**config.mk**
```make
export PLATFORM = sky130hd
export DESIGN_NAME = fft_peak_detect_flat
export DESIGN_NICKNAME = d
export VERILOG_FILES = /design/src/rtl/fft_peak_detect_if.sv /design/src/rtl/fft_peak_detect.sv /design/src/flat_wrapper.sv
export SDC_FILE = /design/constraint.sdc
export NUM_CORES = 2
export LEC_CHECK = 0
export CAP_MARGIN = 20
export CORE_UTILIZATION = 35
export CTS_CLUSTER_DIAMETER = 120
export DETAILED_ROUTE_END_ITERATION = 8
export PLACE_DENSITY_LB_ADDON = 0.15
export SLEW_MARGIN = 15
export SYNTH_ARGS = -nofsm -noshare
export SYNTH_HDL_FRONTEND = slang
export SYNTH_SLANG_ARGS = --single-unit
export TNS_END_PERCENT = 5
```
**constraint.sdc**
```tcl
create_clock -name clk -period 3.5 [get_ports clk]
set_input_delay 1.05 -clock clk [delete_from_list [all_inputs] [get_ports clk]]
set_output_delay 1.05 -clock clk [all_outputs]
set_load 0.01 [all_outputs]
```
**src/rtl/fft_peak_detect_if.sv**
```systemverilog
// Stream-in / peak-result bundle for fft_peak_detect.
// FFT_PEAK_THRESH_EN adds the thresh input and hit_cnt output.
interface fft_peak_detect_if #(
    parameter int DATA_W = 16,
    parameter int BIN_W  = 8
);
    logic                       valid_in;
    logic                       sop_in;
    logic signed [DATA_W-1:0]   re_in;
    logic signed [DATA_W-1:0]   im_in;
    logic [BIN_W-1:0]           peak_bin;
    logic [2*DATA_W-1:0]        peak_pow;
    logic                       frame_done;
    logic                       frame_err;
    logic                       busy;
`ifdef FFT_PEAK_THRESH_EN
    logic [2*DATA_W-1:0]        thresh;
    logic [BIN_W:0]             hit_cnt;

    modport master (
        output valid_in, sop_in, re_in, im_in, thresh,
        input  peak_bin, peak_pow, frame_done, frame_err, busy, hit_cnt
    );
    modport slave (
        input  valid_in, sop_in, re_in, im_in, thresh,
        output peak_bin, peak_pow, frame_done, frame_err, busy, hit_cnt
    );
`else
    modport master (
        output valid_in, sop_in, re_in, im_in,
        input  peak_bin, peak_pow, frame_done, frame_err, busy
    );
    modport slave (
        input  valid_in, sop_in, re_in, im_in,
        output peak_bin, peak_pow, frame_done, frame_err, busy
    );
`endif
endinterface

```
**src/rtl/fft_peak_detect.sv**
```systemverilog
// Per-frame peak-power bin finder behind fft_256: square, sum, compare pipeline.
// Optional FFT_PEAK_THRESH_EN counts bins whose power exceeds bus.thresh.
module fft_peak_detect #(
    parameter int DATA_W   = 16,
    parameter int N_POINTS = 256,
    parameter int BIN_W    = 8
) (
    input  logic             clk,
    input  logic             rst_n,
    fft_peak_detect_if.slave bus
);
    localparam int POW_W  = 2*DATA_W;
    localparam int STAGES = 2;
    localparam logic [BIN_W-1:0] LAST_BIN = BIN_W'(N_POINTS-1);

    typedef enum logic {IDLE, ACCUM} state_t;

    typedef struct packed {
        logic             sop;
        logic             last;
        logic [BIN_W-1:0] bin;
    } tag_t;

    state_t             state_q, state_d;
    logic [BIN_W-1:0]   cnt_q, cnt_d;
    logic               s0_vld, s0_err;
    tag_t               s0_tag;

    // Frame FSM: tags each accepted sample, drops strays seen while IDLE.
    always_comb begin
        state_d = state_q;
        cnt_d   = cnt_q;
        s0_vld  = 1'b0;
        s0_err  = 1'b0;
        s0_tag  = '{sop: 1'b0, last: 1'b0, bin: cnt_q};
        if (bus.valid_in) begin
            if (bus.sop_in) begin
                s0_vld     = 1'b1;
                s0_err     = (state_q == ACCUM) && (cnt_q != '0);
                s0_tag.sop = 1'b1;
                s0_tag.bin = '0;
                state_d    = ACCUM;
                cnt_d      = BIN_W'(1);
            end else if (state_q == ACCUM) begin
                s0_vld = 1'b1;
                if (cnt_q == LAST_BIN) begin
                    s0_tag.last = 1'b1;
                    cnt_d       = '0;
                    state_d     = IDLE;
                end else begin
                    cnt_d = cnt_q + 1'b1;
                end
            end
        end
    end

    always_ff @(posedge clk or negedge rst_n) begin
        if (!rst_n) begin
            state_q <= IDLE;
            cnt_q   <= '0;
        end else begin
            state_q <= state_d;
            cnt_q   <= cnt_d;
        end
    end

    // Sign-extend before squaring so the product is formed at full width.
    logic signed [POW_W-1:0] re_x, im_x;
    assign re_x = POW_W'(bus.re_in);
    assign im_x = POW_W'(bus.im_in);

    logic [STAGES:1]   vld_pipe;
    tag_t              tag1, tag2;
    logic [POW_W-1:0]  sq_re1, sq_im1, pow2;

    always_ff @(posedge clk or negedge rst_n) begin
        if (!rst_n) begin
            vld_pipe <= '0;
            tag1     <= '0;
            tag2     <= '0;
            sq_re1   <= '0;
            sq_im1   <= '0;
            pow2     <= '0;
        end else begin
            vld_pipe <= {vld_pipe[STAGES-1:1], s0_vld};
            if (s0_vld) begin
                tag1   <= s0_tag;
                sq_re1 <= re_x * re_x;
                sq_im1 <= im_x * im_x;
            end
            if (vld_pipe[1]) begin
                tag2 <= tag1;
                pow2 <= sq_re1 + sq_im1;
            end
        end
    end

    // Strict compare keeps the lowest bin on ties; sop reloads unconditionally.
    logic [BIN_W-1:0] trk_bin, nxt_bin;
    logic [POW_W-1:0] trk_pow, nxt_pow;
    logic             upd;

    always_comb begin
        upd     = tag2.sop || (pow2 > trk_pow);
        nxt_bin = upd ? tag2.bin : trk_bin;
        nxt_pow = upd ? pow2     : trk_pow;
    end

    always_ff @(posedge clk or negedge rst_n) begin
        if (!rst_n) begin
            trk_bin        <= '0;
            trk_pow        <= '0;
            bus.peak_bin   <= '0;
            bus.peak_pow   <= '0;
            bus.frame_done <= 1'b0;
            bus.frame_err  <= 1'b0;
        end else begin
            bus.frame_done <= vld_pipe[STAGES] && tag2.last;
            bus.frame_err  <= s0_err;
            if (vld_pipe[STAGES]) begin
                trk_bin <= nxt_bin;
                trk_pow <= nxt_pow;
                if (tag2.last) begin
                    bus.peak_bin <= nxt_bin;
                    bus.peak_pow <= nxt_pow;
                end
            end
        end
    end

`ifdef FFT_PEAK_THRESH_EN
    logic [BIN_W:0] trk_hits, nxt_hits;

    always_comb begin
        nxt_hits = (tag2.sop ? '0 : trk_hits) + {{BIN_W{1'b0}}, (pow2 > bus.thresh)};
    end

    always_ff @(posedge clk or negedge rst_n) begin
        if (!rst_n) begin
            trk_hits    <= '0;
            bus.hit_cnt <= '0;
        end else if (vld_pipe[STAGES]) begin
            trk_hits <= nxt_hits;
            if (tag2.last)
                bus.hit_cnt <= nxt_hits;
        end
    end
`endif

    assign bus.busy = (state_q == ACCUM) || (|vld_pipe);

endmodule
```
**src/flat_wrapper.sv**
```systemverilog
// flat-port wrapper written by rule: the top's interface ports become plain ports
module fft_peak_detect_flat 
#(
    parameter int DATA_W   = 16,
    parameter int N_POINTS = 256,
    parameter int BIN_W    = 8
)
  (clk, rst_n, bus_valid_in, bus_sop_in, bus_re_in, bus_im_in, bus_peak_bin, bus_peak_pow, bus_frame_done, bus_frame_err, bus_busy);
  fft_peak_detect_if #(.DATA_W(DATA_W), .BIN_W(BIN_W)) bus_i ();
  input  logic clk;
  input  logic rst_n;
  input wire logic [$bits(bus_i.valid_in)-1:0] bus_valid_in;
  input wire logic [$bits(bus_i.sop_in)-1:0] bus_sop_in;
  input wire logic [$bits(bus_i.re_in)-1:0] bus_re_in;
  input wire logic [$bits(bus_i.im_in)-1:0] bus_im_in;
  output wire logic [$bits(bus_i.peak_bin)-1:0] bus_peak_bin;
  output wire logic [$bits(bus_i.peak_pow)-1:0] bus_peak_pow;
  output wire logic [$bits(bus_i.frame_done)-1:0] bus_frame_done;
  output wire logic [$bits(bus_i.frame_err)-1:0] bus_frame_err;
  output wire logic [$bits(bus_i.busy)-1:0] bus_busy;
  assign bus_i.valid_in = bus_valid_in;
  assign bus_i.sop_in = bus_sop_in;
  assign bus_i.re_in = bus_re_in;
  assign bus_i.im_in = bus_im_in;
  assign bus_peak_bin = bus_i.peak_bin;
  assign bus_peak_pow = bus_i.peak_pow;
  assign bus_frame_done = bus_i.frame_done;
  assign bus_frame_err = bus_i.frame_err;
  assign bus_busy = bus_i.busy;
  fft_peak_detect #(.DATA_W(DATA_W), .N_POINTS(N_POINTS), .BIN_W(BIN_W)) u_core (.clk(clk), .rst_n(rst_n), .bus(bus_i));
endmodule
```
==> flow_summary.json <==
{
  "gp_congestion": 0.8599,
  "synthArstFlopShare": 1.000,
  "ioPinCount": 79,
  "status": "finished, violations left",
  "cts_tree": "built",
  "synth_edf_count": 0,
  "grt_antenna_before_repair": 1,
  "drt_pass1_iterations": 5,
  "synth.top_cell.area_share": 0.3369,
  "numPortBuffers": 78,
  "hpwl_mm": 55.84,
  "die_w_um": 283.9,
  "wl_met1_mm": 30.80,
  "antenna_cells": 0,
  "holdBufCountCts": 0,
  "rows": 102,
  "end_kind": "flop",
  "final.setup_skew_ns": 0.02996,
  "setup_viol": 54,
  "ys_seq_area_frac": 0.1863,
  "clk_pin_slew_ns": 0.06,
  "numClockSinks": 207,
  "grt_pass1_vias": 22610,
  "min_period_ns": 6.295,
  "synth_area_leaders": "fa_1, dfrtp_1, ha_1",
  "viasPerCell": 4.644,
  "syn_inst": 2881,
  "critPathTopFamily": "adder cells",
  "grt_usage": 0.1686,
  "drt_iter0_markers": 760,
  "crit_top_cell": "fa_1",
  "ys_types": 70,
  "start_util": 0.3566,
  "synth_area_per_cell_um2": 9.652,
  "drc": 0,
  "yosysWarnings": 0,
  "core_um2": 77980,
  "fp.dieH_um": 283.9,
  "violations": "negative setup slack",
  "seqCellArea_um2": 5181,
  "fmax_ghz": 0.1589,
  "cts-root-buf": "clkbuf_16",
  "fillers": 7554,
  "htreeDepth": 1,
  "start_kind": "input pin",
  "synth_seq_cells": 207,
  "wl_met2_mm": 33.22,
  "cp_num_buf_inv": 6,
  "crit_chain": "buf_8 -> buf_6 -> and2_4 -> fa_1 -> inv_2 -> fa_1 -> inv_1 -> fa_1 -> fa_1 -> fa_1 -> inv_2 -> fa_1 -> inv_2 -> ha_4 -> a211oi_4 -> o21ai_2 -> a41o_1 -> or4b_4 -> o221a_4 -> a41oi_2 -> a21oi_2 -> xnor2_1 -> o21ai_1",
  "drt_wl_total_mm": 66.49,
  "tns_ns": -118.82,
  "multi_input_area_um2": 20560,
  "cp_max_fo": 4,
  "clk_path_buf_depth": 3,
  "final_antenna_net_count": 0,
  "nNetsFinal": 4102,
  "fin_ws_ns": -2.795,
  "grt.overflow.total": 0,
  "syn_nets": 3628,
  "grt_pass1_wl_mm": 111.8,
  "required_ns": 3.91,
  "slowest_delay_ns": 0.57,
  "highest_layer": "met5",
  "wire_per_inst_um": 15.08,
  "synth_top_cell_by_area": "fa_1",
  "rsz0062_at_grt": "yes",
  "num_vias": 20480,
  "cap_violations": 0,
  "hold_path_class": "flop to flop",
  "worst_pin_slew_ns": 0.6816,
  "met3_length_mm": 1.800,
  "fin_crit_sh": 1.799,
  "cp.arrival_ns": 6.70,
  "die_area_um2": 80580,
  "numCtsBuffers": 23,
  "slew_viol_final": 0,
  "syn_area_um2": 27810,
  "grt_max_degree": 90,
  "drive_gt1_frac": 0.2365,
  "clk_latency_ns": 0.53,
  "final_util": 0.4488,
  "slew_headroom": 0.5456,
  "synthFlopType": "dfrtp_1",
  "syn2layout_area_growth_pct": 25.86,
  "critPathKind": "input pin to flop",
  "hold_viol_final": 0,
  "critPathSlowestCell": "fa_1"
}
-- through the flow --
step                cell area (um^2)  setup slack [ns]  hold WS, ns  std cells
floorplan                      28190            -2.835       0.3519       2881
global placement               33050            -3.676       0.4633       4324
detailed placement             33070            -3.768       0.4711       4325
CTS                            34220            -3.003       0.4845       4374
global route                   35000            -3.038       0.4975       4410
finish                         35000            -2.795       0.4751       4410
-- logic make-up (layout without fill, tap and decap cells) --
kind of cell    Yosys count  after routing  share of synthesized area
compound gates          381            381                    0.08639
xor+xnor                117            117                    0.03685
mux                     112            112                    0.04347
simple gates            576            576                    0.09445
fa+ha+maj               711            711                     0.4463
buf+inv                 777           1266                     0.1063
flops                   207            207                     0.1863
-- worst paths after layout --
path,slack (ns),depth (start not counted),start,end
max,-2.79,23,bus_im_in[11],u_core.sq_im1[30]
min,0.48,2,u_core.bus.peak_pow[3],u_core.bus.peak_pow[3]
max reg2reg,0.21,10,u_core.sq_im1[3],u_core.pow2[22]
min reg2reg,0.48,2,u_core.bus.peak_pow[3],u_core.bus.peak_pow[3]
max in group asynchronous,2.08,2,rst_n,u_core.sq_im1[29]
min in group asynchronous,0.53,1,rst_n,u_core.trk_pow[13]
-- routing by layer --
layer  up-vias  GRT usage
met5         -          0
met4         2    0.02676
met3        53    0.01326
met2       218     0.2985
met1     10350     0.2277
li1       9860          -
-- synthesized netlist by cell type, types with 10 or more instances --
master      n
a21oi_1    82
o21a_1     11
mux2i_1    42
nand2_1   294
o21bai_1   10
a211oi_1   16
nor3_1     15
fa_1      468
nor2_1     92
o21ai_0   140
inv_1     687
and2_1     77
nand2b_1   16
nand3_1    24
ha_1      243
a21o_1     37
xor2_1     37
mux2_2     70
nor2b_1    12
xnor2_1    80
dfrtp_1   207
clkbuf_1   75
a22o_1     11
a31o_2     11
-- state kept, by name, indices dropped and copies added (netlist names) --
register and count:
u_core.tag1 10, u_core.vld_pipe 2, u_core.bus.frame_done 1, u_core.tag2 10, u_core.bus.frame_err 1, u_core.pow2 32
u_core.trk_bin 8, u_core.trk_pow 32, u_core.bus.peak_pow 32, u_core.bus.peak_bin 8, u_core.state_q 1, u_core.cnt_q 8
u_core.sq_re1 31, u_core.sq_im1 31
-- tightest hold or removal path, delay by kind of cell (launching register included) --
family,cells,cell delay [ns]
compound gates,1,0.06
flops,1,0.34
simple gates,1,0.04
-- cell usage in the layout (no fill, tap or decap), types with 10 or more instances in the layout --
cell type	count
a211oi_1	13
a21o_1	37
a21oi_1	64
a21oi_2	16
a22o_1	11
a31o_2	10
and2_1	61
and2_4	16
buf_12	14
buf_4	411
buf_6	28
clkbuf_16	29
clkbuf_2	10
clkdlybuf4s50_1	45
dfrtp_1	206
fa_1	443
fa_2	25
ha_1	213
ha_4	27
inv_1	660
inv_2	26
mux2_2	70
mux2i_1	42
nand2_1	280
nand2_2	12
nand2b_1	16
nand3_1	24
nor2_1	78
nor2_2	10
nor2b_1	12
nor3_1	12
o21a_1	11
o21ai_0	118
o21ai_1	22
xnor2_1	75
xor2_1	35
-- area by class of cell --
cell class,instances,area share
multi-input cells,1897,0.5876
flip-flops and latches,207,0.1481
repair buffers,536,0.1302
inverters,690,0.07422
well taps,1040,0.03718
clock buffers,30,0.01834
clock inverters,10,0.004398
-- what timing repair did --
| action | in CTS | in global routing |
|---|---|---|
| resized for setup | 101 | 180 |
| setup endpoints to repair | 56 | 55 |
| setup buffers | 7 | 28 |
| pin swaps | 44 | 90 |
| cloned | 2 | 9 |
Power is not shown: default switching activity piles up to over one toggle a cycle in this logic, so the estimate is an artifact.
